## config.mk

```make
export PLATFORM = sky130hd
export DESIGN_NAME = lsu_mem_stage
export DESIGN_NICKNAME = d
export VERILOG_FILES = /design/src/rtl/lsu_mem_stage_pkg.sv /design/src/rtl/lsu_load_align.sv /design/src/rtl/lsu_mem_stage.sv
export SDC_FILE = /design/constraint.sdc
export NUM_CORES = 1
export LEC_CHECK = 0
export ABC_AREA = 1
export BUFFER_PORTS_ARGS = -buffer_cell sky130_fd_sc_hd__buf_4
export CORE_ASPECT_RATIO = 1.4
export CORE_UTILIZATION = 30
export DETAILED_ROUTE_END_ITERATION = 7
export PLACE_DENSITY_LB_ADDON = 0.3
export SYNTH_ARGS = -nofsm -noshare
export SYNTH_HDL_FRONTEND = slang
export SYNTH_HIERARCHICAL = 1
export SYNTH_SLANG_ARGS = --single-unit
```

## constraint.sdc

```tcl
create_clock -name i_clk -period 4.5 [get_ports i_clk]
set_input_delay 0.45 -clock i_clk [delete_from_list [all_inputs] [get_ports i_clk]]
set_output_delay 0.45 -clock i_clk [all_outputs]
set_load 0.02 [all_outputs]
```

## src/rtl/lsu_mem_stage_pkg.sv

```systemverilog
// Shared definitions for the MEM-stage load/store unit: access size codes, FSM states,
// default bus timeout and the alignment / byte-enable helpers used by the request path.
package lsu_mem_stage_pkg;

   localparam logic [1:0] SZ_BYTE = 2'b00;
   localparam logic [1:0] SZ_HALF = 2'b01;
   localparam logic [1:0] SZ_WORD = 2'b11;

   localparam int TIMEOUT_DEF = 16;

   typedef enum logic [1:0] {
      ST_IDLE   = 2'd0,
      ST_ACCESS = 2'd1,
      ST_RESP   = 2'd2
   } state_e;

   // Size code 2'b10 falls into the word branch in both helpers.
   function automatic logic is_misaligned(input logic [1:0] size, input logic [1:0] lane);
      case (size)
         SZ_BYTE: return 1'b0;
         SZ_HALF: return lane[0];
         default: return |lane;
      endcase
   endfunction

   function automatic logic [3:0] byte_enables(input logic [1:0] size, input logic [1:0] lane);
      case (size)
         SZ_BYTE: return 4'b0001 << lane;
         SZ_HALF: return lane[1] ? 4'b1100 : 4'b0011;
         default: return 4'b1111;
      endcase
   endfunction

endpackage

```

## src/rtl/lsu_load_align.sv

```systemverilog
// Load formatting: picks the addressed byte/half lane of a little-endian read word and
// sign- or zero-extends it. Purely combinational, no flow control.
module lsu_load_align
   import lsu_mem_stage_pkg::*;
#(
   parameter int NB_DATA = 32
) (
   input  logic [NB_DATA-1:0] i_rdata,
   input  logic [1:0]         i_lane,
   input  logic [1:0]         i_size,
   input  logic               i_unsigned,
   output logic [NB_DATA-1:0] o_data
);

   logic [7:0]  byte_sel;
   logic [15:0] half_sel;
   logic        sign_bit;

   always_comb begin
      byte_sel = i_rdata[{i_lane, 3'b000} +: 8];
      half_sel = i_lane[1] ? i_rdata[31:16] : i_rdata[15:0];
      sign_bit = 1'b0;
      o_data   = i_rdata;
      case (i_size)
         SZ_BYTE: begin
            sign_bit = byte_sel[7] & ~i_unsigned;
            o_data   = {{(NB_DATA-8){sign_bit}}, byte_sel};
         end
         SZ_HALF: begin
            sign_bit = half_sel[15] & ~i_unsigned;
            o_data   = {{(NB_DATA-16){sign_bit}}, half_sel};
         end
         default: o_data = i_rdata;
      endcase
   end

endmodule

```

## src/rtl/lsu_mem_stage.sv

```systemverilog
// MEM-stage load/store unit: aligned ops issue one req/ack access (load result 2 cycles after accept at best),
// misaligned ops raise o_addr_exc; o_stall holds the pipeline from accept until the access retires.
module lsu_mem_stage
   import lsu_mem_stage_pkg::*;
#(
   parameter int NB_DATA = 32,
   parameter int NB_REG  = 5,
   parameter int TIMEOUT = TIMEOUT_DEF
) (
   input  logic               i_clk,
   input  logic               i_reset,
   input  logic               i_valid,
   input  logic               i_mem_read,
   input  logic               i_mem_write,
   input  logic [1:0]         i_size,
   input  logic               i_unsigned,
   input  logic [NB_DATA-1:0] i_eff_addr,
   input  logic [NB_DATA-1:0] i_store_data,
   input  logic [NB_REG-1:0]  i_rd,
   output logic               o_mem_req,
   output logic               o_mem_we,
   output logic [NB_DATA-1:0] o_mem_addr,
   output logic [3:0]         o_mem_be,
   output logic [NB_DATA-1:0] o_mem_wdata,
   input  logic               i_mem_ack,
   input  logic [NB_DATA-1:0] i_mem_rdata,
   output logic               o_stall,
   output logic               o_load_valid,
   output logic [NB_DATA-1:0] o_load_data,
   output logic [NB_REG-1:0]  o_load_rd,
   output logic               o_addr_exc,
   output logic               o_bus_err,
   output logic [NB_DATA-1:0] o_exc_addr
);

   localparam int CNT_W = $clog2(TIMEOUT);

   typedef struct packed {
      logic [NB_DATA-1:0] addr;
      logic [1:0]         size;
      logic               uns;
      logic [NB_REG-1:0]  rd;
      logic               we;
      logic [3:0]         be;
      logic [NB_DATA-1:0] wdata;
   } acc_t;

   state_e             state_q, state_d;
   logic [CNT_W-1:0]   cnt_q, cnt_d;
   acc_t               acc_q, acc_d;
   logic [NB_DATA-1:0] load_data_q, load_data_d;
   logic               addr_exc_q, addr_exc_d;
   logic               bus_err_q, bus_err_d;
   logic [NB_DATA-1:0] exc_addr_q, exc_addr_d;

   logic               accept;
   logic               misaligned;
   logic [NB_DATA-1:0] fmt_data;

   lsu_load_align #(
      .NB_DATA (NB_DATA)
   ) u_load_align (
      .i_rdata    (i_mem_rdata),
      .i_lane     (acc_q.addr[1:0]),
      .i_size     (acc_q.size),
      .i_unsigned (acc_q.uns),
      .o_data     (fmt_data)
   );

   always_comb begin
      state_d     = state_q;
      cnt_d       = cnt_q;
      acc_d       = acc_q;
      load_data_d = load_data_q;
      addr_exc_d  = 1'b0;
      bus_err_d   = 1'b0;
      exc_addr_d  = exc_addr_q;
      o_stall     = 1'b0;
      accept      = i_valid & (i_mem_read | i_mem_write) & ~i_reset;
      misaligned  = is_misaligned(i_size, i_eff_addr[1:0]);

      case (state_q)
         ST_IDLE: begin
            cnt_d = '0;
            if (accept && misaligned) begin
               addr_exc_d = 1'b1;
               exc_addr_d = i_eff_addr;
            end else if (accept) begin
               acc_d.addr = i_eff_addr;
               acc_d.size = i_size;
               acc_d.uns  = i_unsigned;
               acc_d.rd   = i_rd;
               acc_d.we   = i_mem_write;
               acc_d.be   = byte_enables(i_size, i_eff_addr[1:0]);
               case (i_size)
                  SZ_BYTE: acc_d.wdata = {(NB_DATA/8){i_store_data[7:0]}};
                  SZ_HALF: acc_d.wdata = {(NB_DATA/16){i_store_data[15:0]}};
                  default: acc_d.wdata = i_store_data;
               endcase
               o_stall = 1'b1;
               state_d = ST_ACCESS;
            end
         end
         ST_ACCESS: begin
            o_stall = 1'b1;
            // Ack is tested first so an ack on the last timeout cycle still completes normally.
            if (i_mem_ack) begin
               cnt_d = '0;
               if (acc_q.we) begin
                  state_d = ST_IDLE;
               end else begin
                  load_data_d = fmt_data;
                  state_d     = ST_RESP;
               end
            end else if (cnt_q == CNT_W'(TIMEOUT - 1)) begin
               cnt_d      = '0;
               bus_err_d  = 1'b1;
               exc_addr_d = acc_q.addr;
               state_d    = ST_IDLE;
            end else begin
               cnt_d = cnt_q + 1'b1;
            end
         end
         ST_RESP: begin
            o_stall = 1'b1;
            state_d = ST_IDLE;
         end
         default: state_d = ST_IDLE;
      endcase
   end

   always_ff @(posedge i_clk) begin
      if (i_reset) begin
         state_q     <= ST_IDLE;
         cnt_q       <= '0;
         acc_q       <= '0;
         load_data_q <= '0;
         addr_exc_q  <= 1'b0;
         bus_err_q   <= 1'b0;
         exc_addr_q  <= '0;
      end else begin
         state_q     <= state_d;
         cnt_q       <= cnt_d;
         acc_q       <= acc_d;
         load_data_q <= load_data_d;
         addr_exc_q  <= addr_exc_d;
         bus_err_q   <= bus_err_d;
         exc_addr_q  <= exc_addr_d;
      end
   end

   // Bus fields are forced to zero whenever no request is outstanding.
   always_comb begin
      o_mem_req    = (state_q == ST_ACCESS);
      o_mem_we     = o_mem_req & acc_q.we;
      o_mem_addr   = o_mem_req ? {acc_q.addr[NB_DATA-1:2], 2'b00} : '0;
      o_mem_be     = o_mem_req ? acc_q.be : 4'b0000;
      o_mem_wdata  = o_mem_req ? acc_q.wdata : '0;
      o_load_valid = (state_q == ST_RESP);
      o_load_data  = o_load_valid ? load_data_q : '0;
      o_load_rd    = o_load_valid ? acc_q.rd : '0;
      o_addr_exc   = addr_exc_q;
      o_bus_err    = bus_err_q;
      o_exc_addr   = exc_addr_q;
   end

endmodule
```

# After elaboration in Yosys (flattened, before gate mapping)
# Cells that the tools add are included.
# word_totals
register_bits	149
out_inout_bits	143
inputBits	110
# op_classes
n_reduce_logical	13
bitwise	12
mux	29
n_addsub	1
shifts	2
eq_ne	11
# ops
op	count
32-bit 2-to-1 mux	6
32-bit one-hot mux with 2 select lines	3
32-bit by 6-bit variable part select with 8-bit output	1
16-bit 2-to-1 mux	1
4-bit 2-to-1 mux	4
4-bit one-hot mux with 2 select lines	2
2-bit 2-to-1 mux	5
3-bit AND reduction	3
2-bit != test, second input constant	4
2-bit by 1-bit equality test with 1-bit output, second input constant	3
2-bit logical NOT	3
1-bit inverter	6
2-bit OR reduction	3
1-bit bitwise AND	5
5-bit 2-to-1 mux	1
4-bit by 1-bit adder with 4-bit output, second input constant	1
4-bit equality test, second input constant	1
1-bit 2-to-1 mux	4
1-bit one-hot mux with 2 select lines	2
2-bit one-hot mux with 2 select lines	1
4-bit AND reduction	1
1-bit by 2-bit << shifter with 4-bit output, first input constant	1
3-bit by 1-bit != test with 1-bit output, second input constant	1
3-bit OR reduction	1
other kinds (5)	5

# Longest topological paths before layout
# logic_depth
word_depth	6
ltp_mapped	11
ltp_nobuf	9

# By module
# The synthesis kept the hierarchy.
# modules_own_cells
mod	cells_per_inst	instances	area_per_inst_um2	seq_area_each_um2
lsu_mem_stage	1061	1	6912.9	2982.9
lsu_load_align	154	1	920.9	0.0

# Worst setup path after synthesis
# OpenSTA, ideal clock, no wires.
# synth_path
path_kind	flip-flop to output port
startpoint	register state_q[1]
endpoint	output o_mem_wdata[10]
t_required_ps	4050
t_arrival_ps	1661
slack_ps	2389
stages_incl_launch_ff	8
cell_sequence	dfxtp_1 > inv_1 > ha_1 > buf_2 > buf_2 > buf_1 > nand2_1 > inv_1
# synth_between
elab_chain_len	2
# synth_lines
item	line_no	text
start: declaration	lsu_mem_stage.sv:48	state_e state_q, state_d;
start signal: assignment	lsu_mem_stage.sv:142	state_q <= state_d;
2-bit by 1-bit equality test with 1-bit output	lsu_mem_stage.sv:154	o_mem_req = (state_q == ST_ACCESS);
named net o_mem_req	lsu_mem_stage.sv:20	output logic o_mem_req,
32-bit 2-to-1 mux	lsu_mem_stage.sv:158	o_mem_wdata = o_mem_req ? acc_q.wdata : '0;
end: declaration	lsu_mem_stage.sv:24	output logic [NB_DATA-1:0] o_mem_wdata,
# The timed path passes the listed nets, and every way through them passes these cells.

# Final worst setup path
# layout_path
startpoint	register state_q[1]
endpoint	output o_mem_wdata[14]
# layout_between
elab_chain_len	2
# layout_lines
item	line_no
2-bit by 1-bit equality test with 1-bit output	lsu_mem_stage.sv:154
32-bit 2-to-1 mux	lsu_mem_stage.sv:158
# No other way between the ends.

==> flow_summary.json <==
{
  "rows": 69,
  "clockRootBuffer": "clkbuf_16",
  "start_kind": "flip-flop",
  "synthFlopType": "dfxtp_1",
  "dp_slack_ns": 1.37,
  "maxCapViolations": 0,
  "tritoncts.num_buffers": 17,
  "grt_pass1_vias": 7587,
  "coreArea_um2": 25600,
  "detail_route.wl_per_cell_um": 14.7,
  "hold_viol": 0,
  "yosys.area.top_type": "dfxtp_1",
  "hp-class": "in -> reg",
  "die_x_um": 139,
  "power.density_nw_per_um2": 494,
  "nets": 1528,
  "criticalPathCategory": "reg -> out",
  "syn_inst": 1215,
  "finalClockSkew_ns": 0.0123,
  "die_height_um": 193,
  "drc_errors": 24,
  "start_util": 0.307,
  "areaGrowthSynthToFinish_pct": 31.1,
  "clk_latency_ns": 0.43,
  "vias": 8115,
  "whs_ns": 0.268,
  "synth_seq_area_share": 0.381,
  "cts_num_sinks": 149,
  "drtIter0Drc": 523,
  "ant_nets": 0,
  "cts_resized": 0,
  "yosys-top-cells-area": "dfxtp_1 38%, nand2_1 20%, a21oi_1 9.5%",
  "fin_crit_ns": 2.99,
  "fin_crit_sh": 0.664,
  "peakVddDrop_v": 0.000267,
  "tritoncts": "done",
  "yosysWarningCount": 6,
  "clk_pin_slew_ns": 0.07,
  "dieArea_um2": 26800,
  "synth_top_area_share": 0.381,
  "p_leak_nw": 5.29,
  "drv_slew": 0,
  "async_reset_ff_frac": 0,
  "h-tree-depth": 4,
  "synth.distinct_cells": 36,
  "rsz0062_at_grt": "no",
  "dpl.hpwl_um": 18100,
  "mostFrequentLayoutCells": "422 x nand2_1, 259 x buf_4, 149 x dfxtp_1",
  "io_buffers": 250,
  "cp.required_ns": 4.05,
  "dr.pass1.iters": 7,
  "grt_max_degree": 81,
  "setup_tns_ns": 0,
  "setup_slack_ns": 1.51,
  "critPathArrivalTime_ns": 2.54,
  "syn_area_per_cell_um2": 6.45,
  "synth_edf_count": 0,
  "setup_viol": 0,
  "drive_above_1_share": 0.239,
  "critPathCaptureType": "output port",
  "overflow": 0,
  "cts-hold-fix-buffers": 0,
  "vias_per_cell": 4.65,
  "fillCellCount": 2812,
  "ys_ff_latch": 149,
  "final_common_cell": "nand2_1",
  "gr-usage-all-layers": 0.191,
  "violations": "design-rule violations",
  "antenna_cells": 0,
  "fmax_mhz": 335,
  "gp_congestion": 0.848,
  "cts_max_path_buffers": 2,
  "post_cts_buffers": 0,
  "ios": 253,
  "grt_first_pass_wirelength_um": 40500,
  "status": "finished with violations",
  "wirelength_um": 25700,
  "antenna_found_initial": 0,
  "cp_max_fo": 43,
  "maxSlewHeadroom": 0.171,
  "worst_pin_slew_ns": 1.24,
  "netlist_area_um2": 7830
}
-- stage by stage --
| stage | util | total power, mW | cell area [µm²] | std cells |
|---|---|---|---|---|
| detailed placement | 0.380 | 3.75 | 9720 | 1712 |
| global route | 0.402 | 5.41 | 10300 | 1744 |
| CTS | 0.402 | 5.14 | 10300 | 1744 |
| floorplan | - | 3.09 | 7840 | 1216 |
| finish | 0.402 | 5.07 | 10300 | 1744 |
| global placement | 0.380 | 3.75 | 9720 | 1712 |
-- kinds of logic (layout without fill, tap and decap cells) --
| family | Yosys count | after routing | share of synthesized area |
|---|---|---|---|
| DFF | 149 | 149 | 0.381 |
| and+or+nand+nor | 626 | 626 | 0.337 |
| AOI/OAI and AO/OA | 213 | 213 | 0.143 |
| adders and majority gates | 6 | 6 | 0.00958 |
| buffers and inverters | 219 | 428 | 0.128 |
| other | 1 | 2 | 0.000479 |
| xor gates and xnor gates | 1 | 1 | 0.00112 |
-- power breakdown --
part / leakage (nW) / total [mW] / switching [mW] / internal (mW)
Combinational: 3.82 / 2.00 / 1.31 / 0.690
Clock: 0.254 / 1.37 / 0.645 / 0.723
Sequential: 1.21 / 1.70 / 0.138 / 1.56
Total: 5.29 / 5.07 / 2.10 / 2.97
-- Yosys cell counts, drive strengths merged, types with 6 or more instances --
master  count
and2        7
nand2     434
o211ai     16
inv       137
or2         7
nand3      65
a21oi     148
ha          6
nor2      112
buf        50
o21ai      46
clkbuf     32
dfxtp     149
-- sequential cells by signal (all words and copies together) (netlist names) --
| signal | cells |
|---|---|
| acc_q | 77 |
| load_data_q | 32 |
| o_exc_addr | 32 |
| cnt_q | 4 |
| state_q | 2 |
| o_addr_exc | 1 |
| o_bus_err | 1 |
-- layer usage --
layer | GRT usage | wire [µm]
met5 | 0 | 0
met4 | 0.0857 | 807
met3 | 0.0426 | 1640
met2 | 0.326 | 12600
met1 | 0.229 | 10600
-- area by class of cell --
cell class                 count  area, µm²  area share
timing repair buffer         259       1940       0.189
multi-input combinational    848       3870       0.377
clock buffer                  18        429      0.0418
tap                          319        399      0.0389
clock inverter                14        119      0.0116
sequential                   149       2980       0.290
inverter                     137        524      0.0511
-- path summary, 6_finish.rpt --
| check | start | to | slack (ns) | cells after the start |
|---|---|---|---|---|
| hold / removal | i_rd[3] | acc_q[40] | 0.27 | 3 |
| setup reg to reg | state_q[1] | o_exc_addr[8] | 1.67 | 8 |
| hold reg to reg | acc_q[5] | acc_q[5] | 0.46 | 2 |
| setup / recovery | state_q[1] | o_mem_wdata[14] | 1.51 | 6 |
-- critical path, stage by stage (launching register included) --
cell and delay [ns]:
dfxtp_1 0.34, inv_1 0.10, ha_2 0.70, buf_4 0.55
nand2_1 0.16, inv_1 0.10, buf_4 0.14
Note: power is estimated with default switching activity, not from simulation.
